**src/rtl/cal_pkg.sv**
```systemverilog
// Shared calendar constants, the counter operation encoding, and a month-length helper.
package cal_pkg;

  localparam int CAL_SEC_LIM  = 59;
  localparam int CAL_MIN_LIM  = 59;
  localparam int CAL_HOUR_LIM = 23;
  localparam int CAL_MON_LIM  = 12;

  localparam int CAL_FEB_DAYS       = 28;
  localparam int CAL_FEB_LEAP_DAYS  = 29;
  localparam int CAL_SHORT_MON_DAYS = 30;
  localparam int CAL_LONG_MON_DAYS  = 31;

  typedef enum logic [1:0] {
    CNT_HOLD,
    CNT_LOAD,
    CNT_UP,
    CNT_DOWN
  } cnt_op_e;

  // Day-counter limit for a 1-based month; feeds the lim input of the day stage.
  function automatic int cal_month_days(input int month, input logic leap);
    int days;
    days = CAL_LONG_MON_DAYS;
    if (month == 2) days = leap ? CAL_FEB_LEAP_DAYS : CAL_FEB_DAYS;
    else if (month == 4 || month == 6 || month == 9 || month == 11) days = CAL_SHORT_MON_DAYS;
    return days;
  endfunction

endpackage

```
**src/rtl/cal_cnt_next.sv**
```systemverilog
// Combinational next-count, carry and load-error logic for one calendar counter stage.
module cal_cnt_next
  import cal_pkg::*;
#(
  parameter int BITS    = 5,
  parameter int MIN_VAL = 0
) (
  input  logic            en,
  input  logic            ld,
  input  logic            dn,
  input  logic [BITS-1:0] count,
  input  logic [BITS-1:0] ld_val,
  input  logic [BITS-1:0] lim,
  output logic [BITS-1:0] count_next,
  output logic            carry,
  output logic            ld_err_next
);

  localparam logic [BITS-1:0] MIN_V = BITS'(MIN_VAL);
  localparam logic [BITS-1:0] ONE_V = BITS'(1);

  logic [BITS-1:0] elim;
  logic [BITS:0]   inc;
  logic [BITS-1:0] dec;
  cnt_op_e         op;

  // A limit below the first value would leave no valid range; clamp it up.
  assign elim = (lim < MIN_V) ? MIN_V : lim;
  assign inc  = {1'b0, count} + {1'b0, ONE_V};
  assign dec  = count - ONE_V;

  always_comb begin
    op = CNT_HOLD;
    if (ld)      op = CNT_LOAD;
    else if (en) op = dn ? CNT_DOWN : CNT_UP;
  end

  always_comb begin
    count_next  = count;
    carry       = 1'b0;
    ld_err_next = 1'b0;
    case (op)
      CNT_LOAD: begin
        if (ld_val >= MIN_V && ld_val <= elim) begin
          count_next = ld_val;
        end else begin
          count_next  = MIN_V;
          ld_err_next = 1'b1;
        end
      end
      CNT_UP: begin
        // The overflow bit can only be set when count is already at or past elim.
        if (count >= elim || inc[BITS]) begin
          count_next = MIN_V;
          carry      = 1'b1;
        end else begin
          count_next = inc[BITS-1:0];
        end
      end
      CNT_DOWN: begin
        if (count <= MIN_V) begin
          count_next = elim;
          carry      = 1'b1;
        end else if (count > elim) begin
          count_next = elim;
        end else begin
          count_next = dec;
        end
      end
      default: count_next = count;
    endcase
  end

endmodule

```
**src/rtl/cal_mod_counter.sv**
```systemverilog
// Modulo counter stage with programmable wrap limit and same-cycle carry for cascading.
// Define CAL_CNT_DOWN_EN to add the dn port and down counting with borrow.
module cal_mod_counter
  import cal_pkg::*;
#(
  parameter int BITS    = 5,
  parameter int MIN_VAL = 0,
  parameter int RST_VAL = 0
) (
  input  logic            clk,
  input  logic            rst,
  input  logic            en,
  input  logic            ld,
  input  logic [BITS-1:0] ld_val,
  input  logic [BITS-1:0] lim,
`ifdef CAL_CNT_DOWN_EN
  input  logic            dn,
`endif
  output logic [BITS-1:0] count,
  output logic            carry,
  output logic            ld_err
);

  localparam logic [BITS-1:0] RST_V = BITS'(RST_VAL);

  logic [BITS-1:0] count_reg;
  logic [BITS-1:0] count_next;
  logic            ld_err_reg;
  logic            ld_err_next;
  logic            carry_raw;
  logic            dn_int;

`ifdef CAL_CNT_DOWN_EN
  assign dn_int = dn;
`else
  assign dn_int = 1'b0;
`endif

  cal_cnt_next #(
    .BITS    (BITS),
    .MIN_VAL (MIN_VAL)
  ) u_next (
    .en          (en),
    .ld          (ld),
    .dn          (dn_int),
    .count       (count_reg),
    .ld_val      (ld_val),
    .lim         (lim),
    .count_next  (count_next),
    .carry       (carry_raw),
    .ld_err_next (ld_err_next)
  );

  always_ff @(posedge clk) begin
    if (rst) begin
      count_reg  <= RST_V;
      ld_err_reg <= 1'b0;
    end else begin
      count_reg  <= count_next;
      ld_err_reg <= ld_err_next;
    end
  end

  // Keep carry quiet during reset so downstream stages never see a spurious increment.
  assign carry  = carry_raw & ~rst;
  assign count  = count_reg;
  assign ld_err = ld_err_reg;

endmodule

```
**config.mk**
```make
export PLATFORM = sky130hd
export DESIGN_NAME = cal_mod_counter
export DESIGN_NICKNAME = d
export VERILOG_FILES = /design/src/rtl/cal_pkg.sv /design/src/rtl/cal_cnt_next.sv /design/src/rtl/cal_mod_counter.sv
export SDC_FILE = /design/constraint.sdc
export NUM_CORES = 1
export LEC_CHECK = 0
export CAP_MARGIN = 20
export CORE_MARGIN = 1
export CORE_UTILIZATION = 45
export DETAILED_ROUTE_END_ITERATION = 7
export PLACE_DENSITY_LB_ADDON = 0.25
export SYNTH_ARGS = -nofsm -noshare
export SYNTH_HDL_FRONTEND = slang
export SYNTH_SLANG_ARGS = --single-unit
export TNS_END_PERCENT = 1
```
**constraint.sdc**
```tcl
create_clock -name clk -period 2.9 [get_ports clk]
set_clock_uncertainty 0.1 [all_clocks]
set_input_delay 0.435 -clock clk [delete_from_list [all_inputs] [get_ports clk]]
set_output_delay 0.435 -clock clk [all_outputs]
set_load 0.05 [all_outputs]
```
# --- Word level (Yosys, flattened, before mapping) ---
# Index checks and enable logic that the tools add are counted.
op_classes:
  n_eq_ne: 3
  bitwise_logic: 3
  muxes: 12
  n_addsub: 2
  n_reduce_logical: 4
  order_cmp: 6
ops:
  columns: ["operator", "n"]
  rows:
  - ["$mux W5", 5]
  - ["$pmux W5 S3", 1]
  - ["$add A5 B1 Y6 const B", 1]
  - ["$ge A5 B1 Y1 const B", 1]
  - ["$ge A5 B5 Y1", 1]
  - ["$gt A5 B5 Y1", 1]
  - ["$le A5 B1 Y1 const B", 1]
  - ["$le A5 B5 Y1", 1]
  - ["$lt A5 B1 Y1 const B", 1]
  - ["$sub A5 B1 Y5 const B", 1]
  - ["$eq A2 B2 Y1 const B", 2]
  - ["$mux W2", 2]
  - ["$mux W1", 3]
  - ["$reduce_bool A3 Y1", 1]
  - ["$eq A2 B1 Y1 const B", 1]
  - ["$not A1 Y1", 2]
  - ["$pmux W1 S2", 1]
  - ["$reduce_or A2 Y1", 1]
  - ["$and A1 B1 Y1", 1]
  - ["$logic_and A1 B1 Y1", 1]
  - ["$logic_or A1 B1 Y1", 1]
totals:
  ff_bits: 6
  word_cells: 32
  in_bits: 14
  out_inout_bits: 7

# --- Depth between registers and ports, before layout ---
# Gate-level depths: netlist of the first run.
depth:
  word_depth: 7
  depth_mapped: 7
  depth_no_buf: 7

# --- Modules after synthesis ---
# From an unflattened synthesis of the first run, not the netlist that was laid out.
unflattened:
  hier_cells: 106
  area_unflattened_um2: 834.6
by_module_without_submodules:
  columns: ["module", "seq_area_each_um2", "cells_per_inst", "area_per_inst_um2", "instances"]
  rows:
  - ["cal_cnt_next", 0.0, 92, 666.9, 1]
  - ["cal_mod_counter", 120.1, 14, 167.7, 1]

# --- Worst setup path before layout of the first run ---
# OpenSTA, ideal clock, no wires.
synth_timing:
  path_kind: "flip-flop to output port"
  start: "register count_reg[0], in the netlist count[0]"
  end: "output port carry"
  path_stages_with_launch: 7
  slack_ps: -788
  path_buffers: 0
  arrival_ps: 3153
  required_ps: 2365
  path_cell_list: "dfxtp_1 > inv_1 > ha_1 > nor2b_1 > o21ai_0 > a311oi_1 > nor4b_1"
synth_between:
  elab_chain_cells: 5
  word_cells_on_any_way: 8
  cone_classes: "add/sub (1); order compare (2); mux (3); bitwise (1); reduce/logical (1)"
synth_rtl:
  columns: ["item", "line", "text"]
  rows:
  - ["start, declared", "cal_mod_counter.sv:26", "logic [BITS-1:0] count_reg;"]
  - ["start signal, assigned", "cal_mod_counter.sv:59", "count_reg <= count_next;"]
  - ["$add A5 B1 Y6 / $ge A5 B5 Y1 (equally long branches)", "cal_cnt_next.sv:29, cal_cnt_next.sv:53", null]
  - ["$logic_or A1 B1 Y1", "cal_cnt_next.sv:53", "if (count >= elim || inc[BITS]) begin"]
  - ["$mux W1", "cal_cnt_next.sv:53", null]
  - ["$pmux W1 S2 (*)", "cal_cnt_next.sv:42", "case (op)"]
  - ["$and A1 B1 Y1 (*)", "cal_mod_counter.sv:65", "assign carry = carry_raw & ~rst;"]
  - ["end, declared", "cal_mod_counter.sv:20", "output logic carry,"]
# Mark *: on every way between the ends. The rest lies on a longest branch, timed or not.

# --- Worst setup path in the final report of the first run ---
layout_timing:
  start: "input port lim[2]"
  end: "output port carry"
layout_between:
  elab_chain_cells: 7
layout_rtl:
  columns: ["item", "line", "text"]
  rows:
  - ["start, declared", "cal_mod_counter.sv:15", "input logic [BITS-1:0] lim,"]
  - ["$lt A5 B1 Y1", "cal_cnt_next.sv:28", "assign elim = (lim < MIN_V) ? MIN_V : lim;"]
  - ["$mux W5 (*)", "cal_cnt_next.sv:28", null]
  - ["$ge A5 B5 Y1 (*)", "cal_cnt_next.sv:53", null]
  - ["$logic_or A1 B1 Y1 (*)", "cal_cnt_next.sv:53", null]
  - ["$mux W1 (*)", "cal_cnt_next.sv:53", null]
  - ["$pmux W1 S2 (*)", "cal_cnt_next.sv:42", null]
  - ["$and A1 B1 Y1 (*)", "cal_mod_counter.sv:65", null]
# Marked as above.

==> run summary, run 1 <==
The flow ran to the end, and the final reports show no timing, DRC or antenna violations. The number of buffers added by the clock tree synthesis step is 3. The top flip-flop cell by instance count after synthesis is sky130_fd_sc_hd__dfxtp_1. Compared with the post-synthesis result, the final layout area differs by 41.80%. The count of routing violations after the opening detailed-route iteration came out at 17. The standby leakage power came out at 0.3795 nW. The number of global-route vias before repair was 579.

The number of setup violations in the final report is 0. The per-cell via count in the routed design is 5.786. The tightest slew margin relative to the limit came out at 67.03%. The minimum hold slack is 570.6 ps. The die extent in x is 38.84 µm. Power spread over the standard cell area amounts to 362.9 nW/µm². The most numerous cell type found on the critical path is sky130_fd_sc_hd__buf_4.

The first-pass GRT wire length is 2.490 mm. The power share of the clock group is 24.8%. Sorting the synthesized cells by area gives the leading types as sky130_fd_sc_hd__ha_1, sky130_fd_sc_hd__dfxtp_1, sky130_fd_sc_hd__a221o_1. The post-synthesis area per instance came out at 8.141 µm². The global placement routability congestion is 0.8058. The final count of pins violating max slew is 0. The clock-pin slew on the worst setup and hold paths is 40 ps. The TritonCTS clock tree is done. By count the netlist is led by sky130_fd_sc_hd__ha_1, sky130_fd_sc_hd__inv_1, sky130_fd_sc_hd__dfxtp_1. The share of final-layout standard cells stronger than drive strength 1 is 11.22%.

The number of ports placed on the die boundary is 21. The die covers 1508 µm². The count of nets left with antenna violations after detail routing is 0. The number of gates given a new drive strength after cts is 0. The reported max-cap violation count came out at 0.

Once the clock tree was built, the setup fixing pass inserted 0 buffers. The setup TNS after final layout came out at 0 ps. Traced cell by cell, the critical path runs through clkdlybuf4s50_1, inv_1, ha_1, nand2_1, o21ai_0, a311oi_1, buf_4, nor4b_4, buf_4. The achievable frequency is 364.4 MHz. The portion of synthesized cell area occupied by the leading cell type is 24.59%. The data arrival time of the critical path came out at 2210 ps. In the synthesized netlist the async set-or-reset flop fraction comes to 0%. In this run the deepest clock path goes through 2 buffers. The distinct cell type count after synthesis is 26. The required time of the critical path is 2370 ps. Of the total power, combinational logic draws 41.6%. The part of the total power dissipated in sequential elements is 33.6%. The final count of hold timing violations was 0. The final worst slack is 155.8 ps. 0 antenna diodes ended up in the layout.

The cell count after synthesis came out at 75. The endpoint kind of the worst setup timing path is an output pin. The maximum level of the CTS H-tree is 1. The maximum fanout count along the critical path is 2. The average routed wire per standard cell is 13.50 µm. After layout, the worst path uses 94.63% of the clock period. The worst-case IR drop observed on VDD is 158.5 µV.

The largest total area in the synthesized netlist belongs to sky130_fd_sc_hd__ha_1. The source-to-sink clock delay at the later pin of the worst-skew pair is 250 ps. For this run the aggregate overflow at the end of global routing stands at 0.

The initialized floorplan defines 12 standard-cell rows. The die extent in y came out at 38.84 µm. The core area came out at 1186 µm². The setup path with the least slack is of type in -> out. Port buffering added 20 buffers.

After layout, the minimum clock period comes to 2744 ps. The count of flip-flops with a built-in enable after synthesis came out at 0. The transition at the pin with the smallest max-transition slack came out at 493.1 ps. After clock tree synthesis, the flow added hold-fix buffers numbering 0. The register with the most flip-flops in the layout has 5 of them. The total number of nets in the final design came out at 126. The count of clock tree sinks came out at 6. The DRC violation count after routing is 0.

After legalization and detailed placement, the total HPWL measured 1.232 mm. In the post-synthesis netlist, the cell with the most instances is sky130_fd_sc_hd__ha_1. The maximum number of pins on one net before global-route repair is 10. Summed over all nets, the switching power comes to 0.0001159 W. On the critical path, the stage with the largest delay is an instance of sky130_fd_sc_hd__clkdlybuf4s50_1. The number of register bits inferred by synthesis is 6.

STA classifies the critical path startpoint as a primary input. The peak per-stage delay on the critical path came out at 460 ps. The switching share of power came out at 36.89%. The post-synthesis net count came out at 101. The first TritonRoute pass finished after 4 iterations.

The synthesized cell area is 610.6 µm². The global-route usage over all layers is 23.99%. Yosys printed 0 warnings. The detailed-route via count is 648.

The sequential share of the synthesized area came out at 19.67%. The routed design has 1.512 mm of wire. Setup repair after global routing left no endpoint under its margin. In this run the worst hold path is classified as reg -> reg.

The post-placement worst setup slack came out at 154.6 ps. The starting density of the core came out at 51.48%. The number of antenna violations at the first check in global routing is 0. The internal power consumption came out at 0.0001983 W.

The clock tree root driver cell is sky130_fd_sc_hd__clkbuf_4.
[path summary, 6_finish.rpt]
| check | depth (start not counted) | from | to | slack (ps) |
|---|---|---|---|---|
| worst max register to register | 8 | count[0] | count[1] | 890 |
| worst min register to register | 1 | count[4] | count[4] | 570 |
| worst min-delay path | 1 | count[4] | count[4] | 570 |
| worst max-delay path | 9 | lim[2] | carry | 160 |
[critical path, delay by kind of cell]
family / cells / cell delay, ps
AOI/OAI and AO/OA: 2 / 340
adders and majority gates: 1 / 290
buffers and inverters: 4 / 910
and+or+nand+nor: 2 / 250
[final cells by class]
class | count | area [µm²]
repair buffers | 21 | 205.2
multi-input cells | 61 | 474.2
clock buffers | 3 | 22.52
fillers | 110 | 320.3
flip-flops and latches | 6 | 120.1
well taps | 14 | 17.52
inverters | 7 | 26.28
[cells in the final DEF, fill, tap and decap left out]
master	Yosys	final
sky130_fd_sc_hd__a21oi_1	4	4
sky130_fd_sc_hd__ha_1	12	12
sky130_fd_sc_hd__a41oi_1	1	1
sky130_fd_sc_hd__nand3_1	4	4
sky130_fd_sc_hd__clkdlybuf4s50_1	0	19
sky130_fd_sc_hd__nor3b_1	4	4
sky130_fd_sc_hd__a221o_1	3	3
sky130_fd_sc_hd__a22oi_1	1	1
sky130_fd_sc_hd__inv_1	7	7
sky130_fd_sc_hd__o21ai_0	4	4
sky130_fd_sc_hd__a32o_2	1	1
sky130_fd_sc_hd__and2b_2	2	2
sky130_fd_sc_hd__nand2_1	5	5
sky130_fd_sc_hd__and3_1	2	2
sky130_fd_sc_hd__o21ai_1	1	1
sky130_fd_sc_hd__a31oi_1	2	2
sky130_fd_sc_hd__and3_2	1	1
sky130_fd_sc_hd__clkbuf_4	0	3
sky130_fd_sc_hd__a211oi_1	2	2
sky130_fd_sc_hd__a311oi_1	1	1
sky130_fd_sc_hd__nor4b_4	0	1
sky130_fd_sc_hd__buf_4	0	2
sky130_fd_sc_hd__nor2b_1	2	2
sky130_fd_sc_hd__nor3_1	3	3
sky130_fd_sc_hd__and2_4	1	1
sky130_fd_sc_hd__nor2_1	3	3
sky130_fd_sc_hd__nand3b_1	1	1
sky130_fd_sc_hd__dfxtp_1	6	6
[routing by layer]
metal / track usage [%] / part of all wire (%)
met5: 0 / 0
met4: 12.93 / 1.5
met1: 31.06 / 45
met3: 0 / 2.8
met2: 40.00 / 50
[power groups by stage]
stage / combinational, W / clock (W) / sequential (W)
after floorplan: 0.0000569 / 0 / 0.000127
after global placement: 0.000127 / 0 / 0.000106
after detailed placement: 0.000131 / 0 / 0.000107
after CTS: 0.000132 / 0.0000795 / 0.000105
after global routing: 0.000144 / 0.0000834 / 0.000107
final: 0.000131 / 0.0000781 / 0.000105
[metrics by stage]
step | instances | utilization (%) | cell area, µm² | total power [W]
finish | 112 | 73.00 | 865.8 | 0.0003142
global route | 112 | 73.00 | 865.8 | 0.0003346
CTS | 112 | 73.00 | 865.8 | 0.0003164
detailed placement | 109 | 71.10 | 843.3 | 0.0002375
global placement | 109 | 71.10 | 843.3 | 0.0002331
floorplan | 75 | - | 625.6 | 0.0001838
[cell families (layout without fill, tap and decap cells)]
logic type | Yosys count | in the layout | share of synthesized area [%]
simple gates | 29 | 29 | 27.87
compound gates | 20 | 20 | 22.75
fa+ha+maj | 12 | 12 | 24.59
buf+inv | 8 | 31 | 5.123
flops | 6 | 6 | 19.67
No activity file was read; power rests on OpenSTA's default activity.
==> run 2, diff against run 1 <==
clock period = 3.6 ns   (was 2.9 ns; I/O delays follow)
==> run 2 against run 1 <==
Non-clock buffer count decreased by 1. Largest power group unchanged. Clock-buffer cell count unchanged. Sequential power fell by 19%. Power shrank 20%.
==> run summary, run 2 (synthesis gave the netlist of run 1 again) <==
The run finished with clean final reports. The fill cell instance count of the final layout is 96 (-13%). The kind of launch point of the worst setup path is a primary input.

The worst setup path is captured at an output pin. The share of the clock period used by the worst path after layout is 81.67%. The source-to-sink clock delay at the later pin of the worst-skew pair is 250 ps (about the same).

The overall overflow remaining after global route is 0 (unchanged). The starting density of the core is 51.48% (unchanged). The clock-pin slew on the worst setup and hold paths is 40 ps (about the same).

The number of setup violations in the final report is 0 (unchanged). The tightest slew margin relative to the limit came to 67.26% (+0.23 points). The number of standard-cell rows in the floorplan was 12 (unchanged).

The detailed-route via count is 646 (-0.31%). The core area is 1186 µm² (unchanged). The number of buffers added by the clock tree synthesis step was 3 (unchanged). The full die area came out at 1508 µm² (unchanged). The number of ports placed on the die boundary came out at 21 (unchanged). The number of iterations in the first detailed-routing pass is 4 (unchanged).

The type of the worst setup path is in -> out. The power density normalized to cell area came out at 294.8 nW/µm² (-19%). The number of flip-flops in the largest register is 5 (unchanged). The count of nets left with antenna violations after detail routing was 0 (unchanged). The final core utilization came to 71.62% (-1.4 points). The number of standard cells in the layout, taps in and fillers out came to 111 (-0.89%). The minimum hold slack is 567.1 ps (-3.574 ps).

The first-pass GRT wire length came out at 2.594 mm (+4.2%). The transition at the pin with the smallest max-transition slack is 489.6 ps (-3.482 ps). The post-synthesis to final-layout area growth came out at 39.14%.

The final count of pins violating max slew came out at 0 (unchanged). The standby leakage power came out at 0.3692 nW (-2.7%). The maximum level of the CTS H-tree is 1 (unchanged). The worst-case clock buffer depth came out at 2 (unchanged). The count of clock tree sinks came out at 6 (unchanged). The global placement routability congestion is 0.8040 (-0.22%). The HPWL after detailed placement came out at 1.195 mm (-3.0%). Setup repair after global routing left no endpoint under its margin. The number of antenna violations at the first check in global routing came out at 0 (unchanged). The library cells used most frequently in the layout, excluding fill and tap cells, are sky130_fd_sc_hd__clkdlybuf4s50_1, sky130_fd_sc_hd__ha_1, sky130_fd_sc_hd__inv_1. The total number of nets in the final design is 125 (-0.79%). The DRC violation count after routing came out at 0 (unchanged). The minimum clock period after layout is 2940 ps. The count of routing violations after the opening detailed-route iteration was 14 (-3).

The required time of the critical path is 2960 ps (+590 ps). The number of gates given a new drive strength after cts came out at 0 (unchanged). The antenna diode count came out at 0 (unchanged). Leaving out fill and tap cells, the most frequent cell in the layout is sky130_fd_sc_hd__clkdlybuf4s50_1. The final count of hold timing violations came to 0 (unchanged). The average routed wire per standard cell came out at 13.45 µm (-0.37%). The reported max-cap violation count is 0 (unchanged). TritonCTS built the clock tree. The post-detailed-routing wire length came out at 1.493 mm (-1.3%).

The clock tree root driver cell is sky130_fd_sc_hd__clkbuf_4. The achievable frequency is 340.1 MHz. The data arrival time of the critical path was 2300 ps (+90 ps).

The global-route usage over all layers was 25.83% (+1.8 points). The share of final-layout standard cells stronger than drive strength 1 is 10.31% (-0.92 points). The number of global-route vias before repair is 587 (+1.4%). The die extent in y came to 38.84 µm (unchanged). The maximum VDD drop is 129.0 µV (-19%). The number of placed instances, taps included was 108 (-0.92%). The maximum fanout count along the critical path is 2 (unchanged). The maximum number of pins on one net before global-route repair is 10 (unchanged).

The per-cell via count in the routed design came out at 5.820 (+0.59%). The die extent in x came out at 38.84 µm (unchanged). The number of buffers inserted by hold repair at cts is 0 (unchanged). In this run the worst hold path is classified as reg -> reg.

The number of buffers added on ports is 20 (unchanged). The count of buffers added by post-CTS timing repair for setup came out at 0 (unchanged). The setup TNS after final layout came out at 0 ps (unchanged).
## run 2: cell count changes in the layout (fill, tap and decap cells not counted), sizes merged
cell  previous run  this run
buf              2         1
## run 2: worst max-delay path, stage by stage
cell and delay [ps]:
sky130_fd_sc_hd__clkdlybuf4s50_1 450, sky130_fd_sc_hd__inv_1 50, sky130_fd_sc_hd__ha_1 300, sky130_fd_sc_hd__a21oi_1 120, sky130_fd_sc_hd__o21ai_0 120, sky130_fd_sc_hd__a311oi_1 420, sky130_fd_sc_hd__nor4b_2 90, sky130_fd_sc_hd__buf_4 200
## run 2: metal layers
| layer | track usage, % | vias up | share of wire, % |
|---|---|---|---|
| li1 | - | 326 | - |
| met1 | 29.83 | 296 | 44 |
| met2 | 44.17 | 22 | 51 |
| met3 | 5.202 | 2 | 4.0 |
| met4 | 12.93 | 0 | 0.94 |
| met5 | 0 | - | 0 |
## run 2: area by class of cell
class / instances / area [µm²] / share of cell area [%]
repair buffers: 20 / 197.7 / 23.27
flip-flops and latches: 6 / 120.1 / 14.14
multi-input cells: 61 / 465.4 / 54.79
clock buffers: 3 / 22.52 / 2.651
well taps: 14 / 17.52 / 2.062
inverters: 7 / 26.28 / 3.093
## run 2: final timing paths
check	startpoint	to	slack, ps	cells past startpoint
worst max-delay path	lim[2]	carry	660	8
worst min-delay path	count[4]	count[4]	570	1
worst max register to register	count[0]	count[1]	1520	7
worst min register to register	count[4]	count[4]	570	1
## run 2: power by group
group          switching, W  internal, W
Clock             0.0000254    0.0000378
Sequential        0.0000125    0.0000725
Combinational     0.0000549    0.0000474
Total             0.0000928     0.000158
## run 2: stage by stage
step                      instance area (µm²)   power, W  setup slack (ps)
after global routing                    849.6  0.0002683             507.2
after CTS                               849.6  0.0002497             654.5
after global placement                  827.0  0.0001847             722.3
after detailed placement                827.0  0.0001881             654.5
after floorplan                         616.8  0.0001470             491.8
final                                   849.6  0.0002505             659.7
